## config.mk

```make
export PLATFORM = sky130hd
export DESIGN_NAME = return_addr_stack
export DESIGN_NICKNAME = d
export VERILOG_FILES = /design/src/rtl/return_addr_stack.sv
export SDC_FILE = /design/constraint.sdc
export NUM_CORES = 1
export LEC_CHECK = 0
export BUFFER_PORTS_ARGS = -buffer_cell sky130_fd_sc_hd__buf_2
export CORE_ASPECT_RATIO = 0.75
export CORE_UTILIZATION = 30
export DETAILED_ROUTE_END_ITERATION = 8
export GPL_TIMING_DRIVEN = 0
export PLACE_DENSITY = 0.45
export SLEW_MARGIN = 10
export SYNTH_ARGS = -nofsm -noshare
export SYNTH_HDL_FRONTEND = slang
export SYNTH_SLANG_ARGS = --single-unit
export TNS_END_PERCENT = 100
```

## constraint.sdc

```tcl
create_clock -name CLK -period 3.4 [get_ports CLK]
set_clock_uncertainty 0.2 [all_clocks]
set_input_delay 0 -clock CLK [delete_from_list [all_inputs] [get_ports CLK]]
set_output_delay 0 -clock CLK [all_outputs]
set_load 0.1 [all_outputs]
```

## src/rtl/return_addr_stack.sv

```systemverilog
// return_addr_stack: circular LIFO of link addresses used to predict JR targets
module return_addr_stack #(
    parameter int DataWidth = 16,
    parameter int Depth     = 4,
    parameter int PtrBits   = 2
) (
    input  logic                 CLK,
    input  logic                 RST,
    input  logic                 clear,
    input  logic                 push,
    input  logic [DataWidth-1:0] push_addr,
    input  logic                 pop,
    output logic [DataWidth-1:0] top_addr,
    output logic                 valid,
    output logic                 full,
    output logic                 underflow,
    output logic                 overflow
);
    localparam logic [PtrBits:0] CntFull = (PtrBits+1)'(Depth);
    localparam logic [PtrBits:0] CntOne  = (PtrBits+1)'(1);

    logic [DataWidth-1:0] mem [Depth];
    logic [PtrBits-1:0]   tp, tp_nxt;
    logic [PtrBits:0]     cnt, cnt_nxt;
    logic                 we, uf_nxt, of_nxt;

    assign valid    = cnt != '0;
    assign full     = cnt == CntFull;
    assign top_addr = valid ? mem[tp] : '0;

    // Next pointer/count, write enable and pulse values by priority: clear, replace-top, push, pop
    always_comb begin
        tp_nxt  = tp;
        cnt_nxt = cnt;
        we      = 1'b0;
        uf_nxt  = 1'b0;
        of_nxt  = 1'b0;
        if (clear) begin
            tp_nxt  = '0;
            cnt_nxt = '0;
        end else if (push && pop && valid) begin
            we = 1'b1;
        end else if (push) begin
            we      = 1'b1;
            tp_nxt  = valid ? tp + 1'b1 : tp;
            cnt_nxt = full ? cnt : cnt + 1'b1;
            of_nxt  = full;
        end else if (pop) begin
            uf_nxt  = !valid;
            cnt_nxt = valid ? cnt - 1'b1 : cnt;
            tp_nxt  = (valid && cnt != CntOne) ? tp - 1'b1 : tp;
        end
    end

    // Stack state register; an overflowing push lands on the oldest slot after the wrap
    always_ff @(posedge CLK or negedge RST) begin
        if (!RST) begin
            tp        <= '0;
            cnt       <= '0;
            underflow <= 1'b0;
            overflow  <= 1'b0;
            for (int i = 0; i < Depth; i++) mem[i] <= '0;
        end else begin
            tp        <= tp_nxt;
            cnt       <= cnt_nxt;
            underflow <= uf_nxt;
            overflow  <= of_nxt;
            if (we) mem[tp_nxt] <= push_addr;
        end
    end
endmodule

```

==> impl_results.md, run 1 <==
* Synth Area per Inst at 14.4 um^2
* CTS tree: done
* Critical Path Slowest Stage Cell: mux2i_2
* Worst-Skew Late Latency at 330 ps
* Final min period at between 3000 and 4000 ps
* Final setup violation count at 0
* Commonest non-fill, non-tap cells in the layout: dfrtp_1, mux2_2, buf_2, dlygate4sd3_1, and2_1
* Clock tree buffer depth at 2
* Setup TNS at 0 ps
* Layout cells sized above 1 at 43.8%
* Worst EP arrival at 3130 ps
* Final std cells w/o fill at 457
* DP HPWL at 5.04 mm
* Ys async rst share at 100%
* Ys Warns at 0
* Seq/Total Area, Yosys at 51.2%
* TritonCTS Sinks at between 70 and 80
* Period utilization at 91.7%
* Distinct cells, synth at 42
* Initial DRT Pass Iterations at 4
* Crit-path max FO at 10
* Seq cells post-synth at about 70
* Max-cap violations at 0
* Drt via density at 4.76
* RSZ-0062 raised after global routing: false
* Slew of the pin with the lowest slew margin at 653 ps
* Core Region at 11100 um^2
* Synth Instances at 241
* Grt total ovfl at 0
* Clock root cell: clkbuf_16
* Most frequent cell on the critical path: inv_1
* Vert. Die Dim at 95.1 um
* Mapped Area at 3470 um^2
* ANT cells at 0
* Syn Nets at 266
* RD Place Congestion at 0.736
* Setup crit end kind: flop
* Placed cell count at 421
* DRT Wirelength at 7.69 mm
* H-tree depth at 3
* Crit-path cells: inv_1, ha_1, nor2b_2, inv_1, nand2_1, mux2i_2, buf_2, mux2_2
* Residual DRC at 0
* Slew margin rel. at between 50% and 60%
* Initial drt markers at about 150
* Crit path launch type: flop
* Final nets at 339
* Number of synthesized flops with an enable pin at 0
* Die W at 126 um
* Hold Crit Class: in2reg
* Number of global-route vias before repair at between 2000 and 2500
* GRT Total Usage at ~14%
* Via count at between 2000 and 2500
* Final hold viol count at 0
* First-pass GRT wire length at 12.2 mm
* Largest net degree at the start of global routing at 44
* Port Buffers at 39
* Fin. max-slew vios at 0
* Clock slew at reported path FFs at around 50 ps
* CP max stage delay at ~570 ps
* Status: finished clean
* Max frequency at ~0.32 GHz
* Die area at about 12000 um^2
* Worst Hold Margin at 257 ps
* Num CTS Buffers at 9
* Most common flop cell mapped by yosys: dfrtp_1
* Initial Utilization at roughly 31%
* Kind of critical path: reg2reg
* # IOs at 41
* Req. time, crit path at 3410 ps
* WL per Instance at 16.8 um
* Num rows at 33
* Synthesis-to-finish area growth at 26.3%
* Postcts setup bufs at 0
* Commonest non-fill, non-tap cell in the layout: dfrtp_1
* Post-route ant nets at 0
* Post-layout util at 39.4%
* Initial antenna violation count at 0
==> cell usage after synthesis (2+ instances only) <==
| master | count | area share [%] |
|---|---|---|
| dfrtp_1 | 71 | 51 |
| and2_1 | 17 | 3.1 |
| buf_2 | 3 | 0.43 |
| buf_6 | 2 | 0.65 |
| nor3_1 | 2 | 0.29 |
| a21oi_1 | 5 | 0.72 |
| mux2_1 | 6 | 1.9 |
| o21ai_0 | 3 | 0.43 |
| inv_1 | 6 | 0.65 |
| mux4_2 | 16 | 10 |
| clkbuf_1 | 5 | 0.54 |
| mux2_4 | 10 | 4.3 |
| buf_4 | 2 | 0.43 |
| nand2_1 | 4 | 0.43 |
| ha_1 | 4 | 1.4 |
| nor2_1 | 7 | 0.76 |
| buf_1 | 2 | 0.22 |
| nand2b_1 | 3 | 0.54 |
| a32oi_1 | 2 | 0.51 |
| mux2_2 | 49 | 16 |
==> flip-flops by register name, summed over array words and instances (netlist names) <==
| name | cells |
|---|---|
| tp | 2 |
| mem | 64 |
| cnt | 3 |
| underflow | 1 |
| overflow | 1 |
==> what timing repair did <==
item                                    CTS  global route
hold buffers                             22             0
gates resized for setup                   0             2
endpoints found under the setup margin    0             9
endpoints found under the hold margin   142             0
==> final timing paths <==
check                                         start                  end  slack, ps  depth (start not counted)
worst max register to register   cnt[1]$_DFFE_PN0P_  mem[27]$_DFFE_PN0P_        280                          8
min in group asynchronous                       RST  mem[39]$_DFFE_PN0P_        520                          4
worst max-delay path             cnt[1]$_DFFE_PN0P_  mem[27]$_DFFE_PN0P_        280                          8
worst min register to register  mem[34]$_DFFE_PN0P_  mem[34]$_DFFE_PN0P_        290                          1
worst min-delay path                   push_addr[1]  mem[33]$_DFFE_PN0P_        260                          3
max in group asynchronous                       RST  mem[20]$_DFFE_PN0P_       2240                          4
==> cells by family after synthesis <==
| group | Yosys count | share of synthesized area [%] |
|---|---|---|
| compound gates | 20 | 3.86 |
| xor+xnor | 2 | 0.505 |
| fa+ha+maj | 4 | 1.44 |
| buf+inv | 20 | 2.92 |
| flops | 71 | 51.2 |
| mux | 82 | 33.0 |
| simple gates | 42 | 7.07 |
==> layout make-up <==
type                            count  area [um^2]
Timing Repair Buffer               62          455
Inverter                            6         22.5
Clock inverter                      1         30.0
Tap cell                          140          175
Buffer                             14         80.1
Multi-Input combinational cell    150         1590
Clock buffer                       13          250
Fill cell                        1074         6730
Sequential cell                    71         1780
==> stage by stage <==
| stage | instance area [um^2] | setup WS (ps) |
|---|---|---|
| 2_1_floorplan | 3470 | 186 |
| 3_3_place_gp | 3840 | 250 |
| 3_5_place_dp | 3870 | 284 |
| 4_1_cts | 4380 | 113 |
| 5_1_grt | 4380 | 44.5 |
| 6_report | 4380 | 282 |
==> critical path: cells and delay by family (launching register included) <==
kind                       cells  cell delay [ps]
muxes                          2              950
DFF                            1              420
and+or+nand+nor                2              470
adders and majority gates      1              300
buffers and inverters          3              660
==> layer usage <==
| metal | track usage [%] | up-vias | wire (um) |
|---|---|---|---|
| met5 | 0 | - | 0 |
| met4 | 4.52 | 0 | 95 |
| met3 | 4.26 | 9 | 293 |
| met2 | 21.3 | 42 | 3420 |
| met1 | 18.9 | 1097 | 3880 |
| li1 | - | 1028 | - |
Power of run 1 is not shown: default switching activity piles up to over one toggle a cycle in this logic, so the estimate is an artifact.
==> run 2, diff against run 1 <==
PLACE_DENSITY = 0.55   (was 0.45)
REMOVE_ABC_BUFFERS = 1   (was default)
==> run 2 against run 1 <==
Net effect: non-clock buffer count is 12 lower; hold slack worse by 260 ps; worst setup slack worse by 25 ps; critical path type unchanged; largest cell class unchanged.
==> impl_results.md, run 2 (synthesized netlist as in run 1, its figures left out) <==
* Status: finished clean
* CP top delay family: compound AO/OA/AOI/OAI gates
* Setup crit end kind: flop
* Slew margin rel. at 23.8% (-33 points)
* Crit-path max FO at 16 (+6)
* Die area at 12000 um^2 (unchanged)
* Design area at 4360 um^2 (-0.43%)
* Max frequency at 0.318 GHz (-0.80%)
* Final std cells w/o fill at 448 (-2.0%)
* Worst EP arrival at 3150 ps (+20 ps)
* Top flop regs: mem: 64 flops, cnt: 3 flops, tp: 2 flops
* Port Buffers at 40 (+2.6%)
* Final min period at 3140 ps (+25.3 ps)
* Post-route ant nets at 0 (unchanged)
* Clock tree buffer depth at 2 (unchanged)
* Largest net degree at the start of global routing at 57 (+30%)
* Req. time, crit path at 3410 ps (about the same)
* Vert. Die Dim at 95.1 um (unchanged)
* Placed cell count at 408 (-3.1%)
* Clock root cell: clkbuf_16
* Commonest non-fill, non-tap cells in the layout: dfrtp_1, mux2_2, buf_2, dlygate4sd3_1, and2_1
* Setup Slack @ Placement at -326 ps (-609 ps)
* Max-cap violations at 0 (unchanged)
* Crit-path cells: inv_1, ha_1, nor2b_2, o21ai_0, a21oi_2, mux2_2
* Initial drt markers at 56 (-62%)
* Die W at 126 um (unchanged)
* GRT Total Usage at 13.0% (-0.97 points)
* WP depth at 6 (-2)
* Crit path launch type: flop
* First-pass GRT wire length at 11.7 mm (-4.4%)
* Num CTS Buffers at 9 (unchanged)
* Final hold viol count at 0 (unchanged)
* Final nets at 328 (-3.2%)
* Num rows at 33 (unchanged)
* Core Region at 11100 um^2 (unchanged)
* H-tree depth at 3 (unchanged)
* Critical Path Slowest Stage Cell: a21oi_2
* Clock slew at reported path FFs at 60 ps (about the same)
* # IOs at 41 (unchanged)
* Initial DRT Pass Iterations at 4 (unchanged)
* Initial Utilization at 31.2% (unchanged)
* Fillers at 1029 (-4.2%)
* RSZ-0062 raised after global routing: false
* Final setup violation count at 0 (unchanged)
* TritonCTS Sinks at 71 (unchanged)
* CP max stage delay at 960 ps (+390 ps)
* Flip-flop and latch area at 1780 um^2 (about the same)
* Number of global-route vias before repair at 2260 (+1.4%)
* DRT Wirelength at 7.14 mm (-7.2%)
* Commonest non-fill, non-tap cell in the layout: dfrtp_1
* DP HPWL at 4.38 mm (-13%)
* Hold Crit Class: in2async
* Period utilization at 92.5% (+0.74 points)
* RD Place Congestion at 0.757 (+2.9%)
* Fin. max-slew vios at 0 (unchanged)
* Grt total ovfl at 0 (unchanged)
* Reg2reg path depth at 6 (-2)
* Initial antenna violation count at 0 (unchanged)
* Kind of critical path: reg2reg
* ANT cells at 0 (unchanged)
* Post-layout util at 39.3% (-0.17 points)
* Worst-Skew Late Latency at 330 ps (about the same)
* Residual DRC at 0 (unchanged)
* Number of flip-flops in the largest register at 64 (unchanged)
* Most flop-heavy register: mem
* WL per Instance at 15.9 um (-5.3%)
* Placed inst area at 3800 um^2 (-1.9%)
* Layout cells sized above 1 at 45.5% (+1.6 points)
* Final Worst Setup Slack at 256 ps (-25.3 ps)
* Buf/Inv on CP at 1 (-2)
* Via count at 2168 (-0.37%)
* CTS tree: done
* Synthesis-to-finish area growth at 25.8%
* Slew of the pin with the lowest slew margin at 1140 ps (+489 ps)
* Area of the multi-input gates at 1600 um^2 (+0.55%)
* Drt via density at 4.84 (+1.6%)
==> run 2: repair_timing <==
item / 4_1_cts / 5_1_grt
cloned: 0 / 1
buffers inserted: 0 / 2
hold buffers: 21 / 0
gates resized for setup: 1 / 1
hold endpoints to repair: 142 / 0
endpoints found under the setup margin: 16 / 32
==> run 2: layout make-up <==
class,count,area share [%]
clock inverter,3,0.918
multi-input combinational,150,36.7
timing repair inverter,1,0.115
timing repair buffer,64,10.7
clock buffer,13,6.20
tap,140,4.02
sequential,71,40.8
inverter,6,0.602
==> run 2: final timing paths <==
kind / slack (ps) / to / from
max: 260 / mem[11]$_DFFE_PN0P_ / cnt[1]$_DFFE_PN0P_
min reg2reg: 290 / mem[35]$_DFFE_PN0P_ / mem[35]$_DFFE_PN0P_
min: 0.8 / cnt[1]$_DFFE_PN0P_ / RST
min in group CLK: 270 / mem[47]$_DFFE_PN0P_ / push_addr[15]
max in group asynchronous: 1960 / mem[53]$_DFFE_PN0P_ / RST
max reg2reg: 260 / mem[11]$_DFFE_PN0P_ / cnt[1]$_DFFE_PN0P_
==> run 2: worst register-to-register path: cells and delay by family (launching register included) <==
kind            cells  cell delay [ps]
simple gates        1              390
compound gates      2             1160
fa+ha+maj           1              290
flops               1              400
mux                 1              430
buf+inv             1              150
==> run 2: metrics by stage <==
| stage | TNS (ps) | hold WS, ps |
|---|---|---|
| 2_1_floorplan | 0 | -496 |
| 3_3_place_gp | -4810 | 54.1 |
| 3_5_place_dp | -5130 | -322 |
| 4_1_cts | 0 | 9.72 |
| 5_1_grt | 0 | 28.6 |
| 6_report | 0 | 0.814 |
==> run 2: routing by layer <==
| metal | GRT usage (%) | wire [um] | up-vias |
|---|---|---|---|
| met5 | 0 | 0 | - |
| met4 | 4.82 | 75 | 0 |
| met3 | 3.87 | 256 | 9 |
| met2 | 21.5 | 3410 | 35 |
| met1 | 16.1 | 3400 | 1117 |
| li1 | - | - | 1007 |
Power of run 2 is left out for the same reason.
==> run 3, diff against run 2 <==
CORE_ASPECT_RATIO = default   (was 0.75)
SLEW_MARGIN = 20   (was 10)
clock period = 3.65 ns   (was 3.4 ns; I/O delays follow)
==> run 3 against run 2 <==
Net effect: register-to-register slack improved by 140 ps; die area about the same; count of clock-buffer cells in the layout is 4 lower; highest routed layer unchanged; critical endpoint is now mem[24]$_DFFE_PN0P_; wire length is the same; critical path type unchanged; largest cell class unchanged; global-route usage is 0.53 points higher; final cell count decreased by 0.45%.
==> impl_results.md, run 3 (synthesized netlist as in run 1, its figures left out) <==
* Status: finished clean
* Crit-path cells: inv_1, ha_1, nor2b_2, inv_1, nand2_1, mux2i_4, mux2_2
* Worst-Skew Late Latency at 330 ps (about the same)
* Hold Path Origin: push_addr[4]
* RSZ-0062 raised after global routing: false
* CP max stage delay at 710 ps (-250 ps)
* GRT Total Usage at 13.5% (+0.53 points)
* Max frequency at 0.307 GHz (-3.4%)
* R2r startpoint: cnt[1]$_DFFE_PN0P_
* Met1 GRT Util at 16.6% (+0.48 points)
* DP HPWL at 4.31 mm (-1.6%)
* Crit path launch type: flop
* Via count at 2162 (-0.28%)
* Crit-path max FO at 20 (+4)
* Cell depth of the worst hold path at 3
* Reg2Reg Setup Slack at 400 ps (+140 ps)
* Kind of critical path: reg2reg
* Top flop regs: mem: 64 flops, cnt: 3 flops, tp: 2 flops
* Setup TNS at 0 ps (unchanged)
* Port Buffers at 40 (unchanged)
* Num CTS Buffers at 9 (unchanged)
* First-pass GRT wire length at 11.8 mm (+1.4%)
* DRT Wirelength at 7.14 mm (unchanged)
* Final nets at 327 (-0.30%)
* H-tree depth at 3 (unchanged)
* Clock slew at reported path FFs at 60 ps (about the same)
* Final hold viol count at 0 (unchanged)
* Met3 usage at 3.62% (-0.26 points)
* Worst EP arrival at 3270 ps (+120 ps)
* Vert. Die Dim at 110 um (+15%)
* Drt via density at 4.85 (+0.17%)
* TritonCTS Sinks at 71 (unchanged)
* Max-cap violations at 0 (unchanged)
* Commonest non-fill, non-tap cell in the layout: dfrtp_1
* Initial Utilization at 31.4% (+0.22 points)
* Setup crit end kind: flop
* Slew margin rel. at 33.4% (+9.6 points)
* Post-CTS sizing at 0 (-1)
* Design area at 4340 um^2 (-0.49%)
* Residual DRC at 0 (unchanged)
* Origin of the worst setup path: cnt[1]$_DFFE_PN0P_
* RD Place Congestion at 0.757 (about the same)
* Met2 usage at 22.2% (+0.65 points)
* Initial DRT Pass Iterations at 4 (unchanged)
* Post-route ant nets at 0 (unchanged)
* Initial antenna violation count at 0 (unchanged)
* Layout cells sized above 1 at 44.8% (-0.68 points)
* Slew of the pin with the lowest slew margin at 998 ps (-144 ps)
* Clock tree buffer depth at 2 (unchanged)
* Fillers at 1082 (+5.2%)
* Postcts setup bufs at 0 (unchanged)
* CTS tree: done
* Die area at 12000 um^2 (about the same)
* Initial drt markers at 74 (+32%)
* Number of flip-flops in the largest register at 64 (unchanged)
* Reg2reg path depth at 7 (+1)
* Period utilization at 89.1% (-3.3 points)
* Grt total ovfl at 0 (unchanged)
* # IOs at 41 (unchanged)
* Final setup violation count at 0 (unchanged)
* Core Region at 11000 um^2 (-0.69%)
* Fin. max-slew vios at 0 (unchanged)
* Critical Path Slowest Stage Cell: mux2i_4
* Endpoint, Worst Hold: mem[36]$_DFFE_PN0P_
* Placed inst area at 3800 um^2 (about the same)
* Die W at 110 um (-13%)
* Worst r2r dst: mem[24]$_DFFE_PN0P_
* Commonest non-fill, non-tap cells in the layout: dfrtp_1, mux2_2, buf_2, dlygate4sd3_1, and2_1
* WL per Instance at 16.0 um (+0.45%)
* Final min period at 3250 ps (+110 ps)
* ANT cells at 0 (unchanged)
* Largest net degree at the start of global routing at 38 (-33%)
* Clock root cell: clkbuf_16
* Number of global-route vias before repair at 2321 (+2.7%)
* Most frequent cell on the critical path: inv_1
* Most flop-heavy register: mem
* Hold Crit Class: in2reg
* Num rows at 38 (+15%)
* Req. time, crit path at 3670 ps (+260 ps)
* Synthesis-to-finish area growth at 25.1%
* Global route hottest layer: met2
## run 3: area by class of cell
cell class / count / area, um^2 / share of cell area [%]
flip-flops and latches: 71 / 1780 / 41.0
multi-input cells: 150 / 1610 / 37.0
repair buffers: 64 / 463 / 10.7
clock buffers: 9 / 225 / 5.19
well taps: 140 / 175 / 4.04
clock inverters: 6 / 70.1 / 1.61
inverters: 6 / 22.5 / 0.519
## run 3: timing repair
action / in CTS / in global routing
hold endpoints to repair: 142 / 0
setup endpoints to repair: 0 / 0
hold buffers: 23 / 0
## run 3: stage by stage
stage / hold slack, ps / std cells / setup WS [ps] / utilization [%]
finish: 260 / 446 / 396 / 39.3
global route: 281 / 446 / 90.2 / 39.3
CTS: 257 / 446 / 328 / 39.3
detailed placement: -208 / 408 / 338 / 34.4
global placement: 67.1 / 407 / -34.4 / 34.1
floorplan: -496 / 227 / 266 / -
## run 3: worst max path at each step
| stage | end | slack [ps] | cells after the start |
|---|---|---|---|
| floorplan | mem[16]$_DFFE_PN0P_ | 270 | 7 |
| global placement | mem[29]$_DFFE_PN0P_ | -30 | 7 |
| detailed placement | mem[24]$_DFFE_PN0P_ | 340 | 7 |
| CTS | mem[24]$_DFFE_PN0P_ | 330 | 7 |
| global route | mem[27]$_DFFE_PN0P_ | 90 | 7 |
| finish | mem[24]$_DFFE_PN0P_ | 400 | 7 |
## run 3: worst max-delay path: cells and delay by family (launching register included)
kind	cells	cell delay, ps
and+or+nand+nor	2	620
DFF	1	410
muxes	2	1120
adders and majority gates	1	290
buffers and inverters	2	500
## run 3: routing by layer
layer,part of all wire [%],routed length (um)
met5,0,0
met3,4.1,293
met1,46,3260
met2,48,3460
met4,1.9,133
Power of run 3 is left out for the same reason.
